===== src/rtl/stream_selector_n_w.sv =====
// stream_selector_n_w
// N-channel, W-bit registered stream selector with valid/ready handshakes.
// Fixed-select mode picks the channel named by `sel`; the optional
// round-robin mode (compiled in when the macro SEL_RR_EN is defined) scans
// for the next valid channel after the last one granted.
// Without SEL_RR_EN the `mode` input is ignored and only fixed select exists;
// the port list is the same in both builds.
// in_ready is combinational (out_ready / in_valid / sel / mode -> in_ready);
// every out_* signal comes straight from a register.

module stream_selector_n_w #(
    parameter int N  = 8,
    parameter int W  = 32,
    parameter int IW = $clog2(N)
) (
    input  logic                 clk,
    input  logic                 rst_n,
    input  logic                 mode,
    input  logic [IW-1:0]        sel,
    input  logic [N-1:0]         in_valid,
    input  logic [N-1:0][W-1:0]  in_data,
    output logic [N-1:0]         in_ready,
    output logic                 out_valid,
    output logic [W-1:0]         out_data,
    output logic [IW-1:0]        out_ch,
    input  logic                 out_ready
);

    // Channel index loaded into the round-robin pointer at reset, so that the
    // first scan starts at channel 0.
    localparam logic [IW-1:0] LAST_CH = IW'(N - 1);

    // ------------------------------------------------------------------
    // Output register state
    // ------------------------------------------------------------------
    logic          out_valid_r;
    logic [W-1:0]  out_data_r;
    logic [IW-1:0] out_ch_r;

    // ------------------------------------------------------------------
    // Grant and handshake signals
    // ------------------------------------------------------------------
    logic          accept_s;     // output register can take a new word
    logic          rr_mode_s;    // effective round-robin mode
    logic [31:0]   sel_ext_s;    // sel zero-extended for the range check
    logic          fix_vld_s;    // fixed-mode grant exists
    logic          rr_vld_s;     // round-robin grant exists
    logic [IW-1:0] rr_idx_s;     // round-robin granted channel
    logic          grant_vld_s;  // final grant exists
    logic [IW-1:0] grant_idx_s;  // final granted channel
    logic          xfer_s;       // handshake completes this cycle
    logic [N-1:0]  in_ready_s;

    // A full register may take a new word in the same cycle it is drained.
    assign accept_s = !out_valid_r || out_ready;

`ifdef SEL_RR_EN
    logic [IW-1:0] ptr_r;        // last channel granted in round-robin mode

    assign rr_mode_s = mode;

    // Round-robin scan: first valid channel at (ptr+1) mod N, ascending with
    // wrap. The loop walks from the farthest candidate to the nearest so the
    // nearest valid channel is the one left in rr_idx_s.
    always_comb begin
        logic [IW-1:0] cand;
        logic          hit;
        cand     = '0;
        hit      = 1'b0;
        rr_vld_s = 1'b0;
        rr_idx_s = '0;
        for (int i = N; i >= 1; i--) begin
            cand     = IW'((int'(ptr_r) + i) % N);
            hit      = in_valid[cand];
            rr_idx_s = hit ? cand : rr_idx_s;
            rr_vld_s = rr_vld_s | hit;
        end
    end

    // Round-robin pointer: follows the granted channel, only in round-robin
    // mode; fixed-mode transfers and mode switches leave it untouched.
    always_ff @(posedge clk or negedge rst_n) begin
        if (!rst_n) begin
            ptr_r <= LAST_CH;
        end else if (xfer_s && rr_mode_s) begin
            ptr_r <= grant_idx_s;
        end else begin
            ptr_r <= ptr_r;
        end
    end
`else
    logic unused_mode_s;

    // Without round-robin support the block is always in fixed mode.
    assign rr_mode_s     = 1'b0;
    assign unused_mode_s = mode;
    assign rr_vld_s      = 1'b0;
    assign rr_idx_s      = '0;
`endif

    // Fixed-select grant: sel must name an existing channel whose valid is set.
    always_comb begin
        sel_ext_s = {{(32 - IW){1'b0}}, sel};
        fix_vld_s = 1'b0;
        if (sel_ext_s < 32'(N)) begin
            fix_vld_s = in_valid[sel];
        end else begin
            fix_vld_s = 1'b0;
        end
    end

    // Choose the grant for the active mode.
    always_comb begin
        grant_vld_s = 1'b0;
        grant_idx_s = '0;
        if (rr_mode_s) begin
            grant_vld_s = rr_vld_s;
            grant_idx_s = rr_idx_s;
        end else begin
            grant_vld_s = fix_vld_s;
            grant_idx_s = sel;
        end
    end

    // A granted channel's valid is already known to be set, so a transfer is a
    // grant that the output register can accept. Nothing completes in reset.
    assign xfer_s = rst_n && grant_vld_s && accept_s;

    // Per-channel ready: only the granted channel can see ready, and only
    // when the output register can accept and reset is not asserted.
    always_comb begin
        in_ready_s = '0;
        if (rst_n && grant_vld_s) begin
            in_ready_s[grant_idx_s] = accept_s;
        end else begin
            in_ready_s = '0;
        end
    end

    assign in_ready = in_ready_s;

    // Output register: load on a transfer, go empty when drained with nothing
    // granted (data/channel keep their last values), otherwise hold.
    always_ff @(posedge clk or negedge rst_n) begin
        if (!rst_n) begin
            out_valid_r <= 1'b0;
            out_data_r  <= '0;
            out_ch_r    <= '0;
        end else if (xfer_s) begin
            out_valid_r <= 1'b1;
            out_data_r  <= in_data[grant_idx_s];
            out_ch_r    <= grant_idx_s;
        end else if (accept_s) begin
            out_valid_r <= 1'b0;
            out_data_r  <= out_data_r;
            out_ch_r    <= out_ch_r;
        end else begin
            out_valid_r <= out_valid_r;
            out_data_r  <= out_data_r;
            out_ch_r    <= out_ch_r;
        end
    end

    assign out_valid = out_valid_r;
    assign out_data  = out_data_r;
    assign out_ch    = out_ch_r;

endmodule

===== config.mk =====
export PLATFORM = sky130hd
export DESIGN_NAME = stream_selector_n_w
export DESIGN_NICKNAME = d
export VERILOG_FILES = /design/src/rtl/stream_selector_n_w.sv
export SDC_FILE = /design/constraint.sdc
export NUM_CORES = 1
export LEC_CHECK = 0
export ABC_AREA = 0
export CAP_MARGIN = 30
export CORE_AREA = 2 2 121 123
export DETAILED_ROUTE_END_ITERATION = 8
export DIE_AREA = 0 0 123 125
export PLACE_DENSITY = 0.68
export SYNTH_ARGS = -nofsm -noshare
export SYNTH_HDL_FRONTEND = slang
export SYNTH_SLANG_ARGS = --single-unit

===== constraint.sdc =====
create_clock -name clk -period 4.31 [get_ports clk]
set_input_delay 0.862 -clock clk [delete_from_list [all_inputs] [get_ports clk]]
set_output_delay 0.862 -clock clk [all_outputs]
set_load 0.03 [all_outputs]

==> flow_summary.rst <==
.. list-table::
   :header-rows: 1

   * - Metric
     - Value
   * - Register area share after synthesis
     - 25.47%
   * - CTS H-tree depth
     - 2
   * - Worst Max-Slew Pin Slew
     - 0.6518 ns
   * - Pwr Total
     - 1975 uW
   * - Cell count after synthesis
     - 212
   * - Crit Path Class
     - input port to output port
   * - Remaining antenna violation count
     - 0
   * - Clock-pin slew on the worst setup and hold paths
     - approximately 0.050 ns
   * - Result of the run
     - finished, final reports clean
   * - Placed cell count
     - 690
   * - Row cnt
     - 44
   * - Worst Hold Class
     - flop to flop
   * - Static power due to leakage
     - approximately 0.0026 uW
   * - Worst setup path startpoint
     - in_valid[5]
   * - Number of warnings reported in the yosys synthesis log
     - 0
   * - Final min period
     - around 4.0 ns
   * - Number of global-route vias before repair
     - 3671
   * - Via total after detailed routing
     - approximately 3300
   * - Mapped Avg Cell Area
     - approximately 17 um2
   * - Antenna fix cells
     - 0
   * - Library cell with the highest instance count after synthesis
     - mux4_2
   * - Wirelength per Cell
     - 18.33 um
   * - Number of nets produced by synthesis
     - 483
   * - Most area-hungry cell type in the Yosys netlist
     - mux4_2
   * - Most common library cells after synthesis
     - mux4_2, dfrtp_1, mux2_2, mux2_4, clkbuf_1
   * - Final hold violations
     - 0
   * - Critical path fanouts, max
     - 8
   * - Worst Skew
     - 0.003002 ns
   * - Final RePlAce weighted congestion
     - 0.8145
   * - CP arrival
     - 3.10 ns
   * - Overall Global Routing Usage
     - around 16%
   * - Number of port buffers
     - roughly 310
   * - Total wire length
     - 12740 um
   * - Nature of the critical path startpoint
     - input port
   * - CTS Root Cell
     - clkbuf_16
   * - Global-route wire length before repair
     - approximately 19000 um
   * - Total power divided by cell area
     - 285.9 nW/um2
   * - Post-Route Setup TNS
     - 0 ns
   * - Ys async rst share
     - 100.0%
   * - Dominant register cell in the synthesized netlist
     - dfrtp_1
   * - DIE WIDTH
     - 123 um
   * - Synth area leaders
     - mux4_2, dfrtp_1, mux2_4
   * - Clock tree sinks
     - 36
   * - TritonRoute pass-1 iters
     - 5
   * - Die height
     - 125 um
   * - Mapped Area
     - 3537 um2
   * - Postcts setup bufs
     - 0
   * - Count of different cell masters after synthesis
     - 16
   * - Largest net degree at the start of global routing
     - 41
   * - Slew Limit Fails
     - 0
   * - I/O pin cnt
     - 315
   * - Reg-to-reg critical path startpoint
     - out_valid
   * - DR vias/cell
     - 4.694
   * - Initial Utilization
     - 24.90%
   * - Number of flip-flops and latches in the synthesized netlist
     - 36
   * - Clock insertion delay at the later pin of the skew report
     - 0.27 ns
   * - Number of gates given a new drive strength after cts
     - 0
   * - Remaining routing DRC violations
     - 0
   * - Max capacitance violation total
     - 0
   * - Finish-stage setup viols
     - 0
   * - Residual overflow from global routing
     - 0
   * - Number of buffers on the longest clock path
     - 2
   * - Worst-case headroom to the max-slew limit
     - approximately 57%
   * - Initial DRC count
     - between 100 and 150
   * - Number of antenna violations at the first check in global routing
     - 0
   * - Area enclosed by the die boundary
     - 15380 um2
   * - Number of clock buffers inserted by TritonCTS
     - 5
   * - Post-Layout Cell Count
     - about 700
   * - Startpoint of the tightest hold check path
     - out_data[15]
   * - Share of the synthesized area in the top cell type
     - around 41%
   * - Type of element capturing the critical path
     - output port
   * - Placed wire-length estimate after detailed placement
     - 10480 um
   * - RSZ-0062 raised after global routing
     - false
   * - Core area
     - 14200 um2
   * - Share of the clock period used by the worst path
     - between 90% and 100%
   * - Clock tree from TritonCTS
     - yes
   * - Number of nets in the layout
     - ~780
   * - Share of layout cells above drive strength 1
     - around 29%
   * - Max rail drop VDD
     - 0.1450 mV
   * - Number of flops mapped to enable cells by yosys
     - 0
   * - Synth-to-Final Area Change
     - 95.26%
   * - Hold_buf cts
     - 0
   * - Data required time of the worst path
     - 3.45 ns
   * - Maximum frequency from static timing analysis
     - 252.3 MHz
==> report_power, final <==
part           switching (uW)  internal [uW]  leakage, uW
registers                63.8            451     0.000424
logic                     455            676      0.00212
clock network             125            204    0.0000616
==> critical path, stage by stage <==
cell             delay [ns]
clkdlybuf4s50_1        0.41
mux2_1                 0.29
mux4_2                 0.48
and3_2                 0.26
and4b_1                0.21
clkdlybuf4s50_1        0.59
==> cells in the final DEF (no fill, tap or decap) <==
cell             netlist  final
clkdlybuf4s50_1        0    306
mux4_2                65     65
dfrtp_1               36     36
mux2_2                32     32
mux2_4                32     32
buf_4                  0     12
mux2_1                 7      7
clkbuf_16              0      5
and4b_1                3      3
buf_2                  7      3
nor4bb_1               2      2
nand2_1                2      2
nand2b_1               1      1
and3_2                 0      1
nor2_1                 1      1
and3_1                 2      1
and3b_1                1      1
and4_1                 1      1
==> path summary, 6_finish.rpt <==
path | end | depth (start not counted) | slack [ns]
worst min-delay path | out_data[15] | 1 | 0.48
max in group asynchronous | out_data[4] | 2 | 3.31
worst max register to register | out_data[17] | 4 | 2.75
worst min register to register | out_data[15] | 1 | 0.48
worst max-delay path | in_ready[6] | 6 | 0.35
min in group asynchronous | out_data[13] | 2 | 0.66
==> final cells by class <==
cell class | instances | area, um2
Clock buffer | 5 | 125.1
Fill cell | 1280 | 7297
Multi-Input combinational cell | 149 | 2482
Sequential cell | 36 | 900.9
Tap cell | 184 | 230.2
Timing Repair Buffer | 321 | 3168
==> cell families (layout without fill, tap and decap cells) <==
family        count (synthesis)  after routing  share of synthesized area (%)
buf+inv                      27            326                          4.386
simple gates                 13             13                          2.759
flops                        36             36                          25.47
mux                         136            136                          67.39
==> per-stage QoR <==
stage / setup slack, ns / util, % / hold slack, ns / area, um2
floorplan: 0.6623 / - / 0.5664 / 3537
global placement: 0.3682 / 47.74 / 0.4691 / 6782
detailed placement: 0.3349 / 47.74 / 0.4740 / 6782
CTS: 0.3264 / 48.63 / 0.4872 / 6907
global route: 0.2792 / 48.63 / 0.4960 / 6907
finish: 0.3466 / 48.63 / 0.4847 / 6907
==> registers in the layout, summed over array words and instances, names as in the netlist <==
name	count
out_data	32
out_valid	1
out_ch	3
==> metal layers <==
metal,vias up,track usage [%],routed length [um],share of wire (%)
li1,1492,-,-,-
met1,1571,18.85,4786,38
met2,185,28.89,6564,52
met3,14,4.151,1159,9.1
met4,0,4.412,228,1.8
met5,-,0,0,0
(Power assumes the default switching activity.)
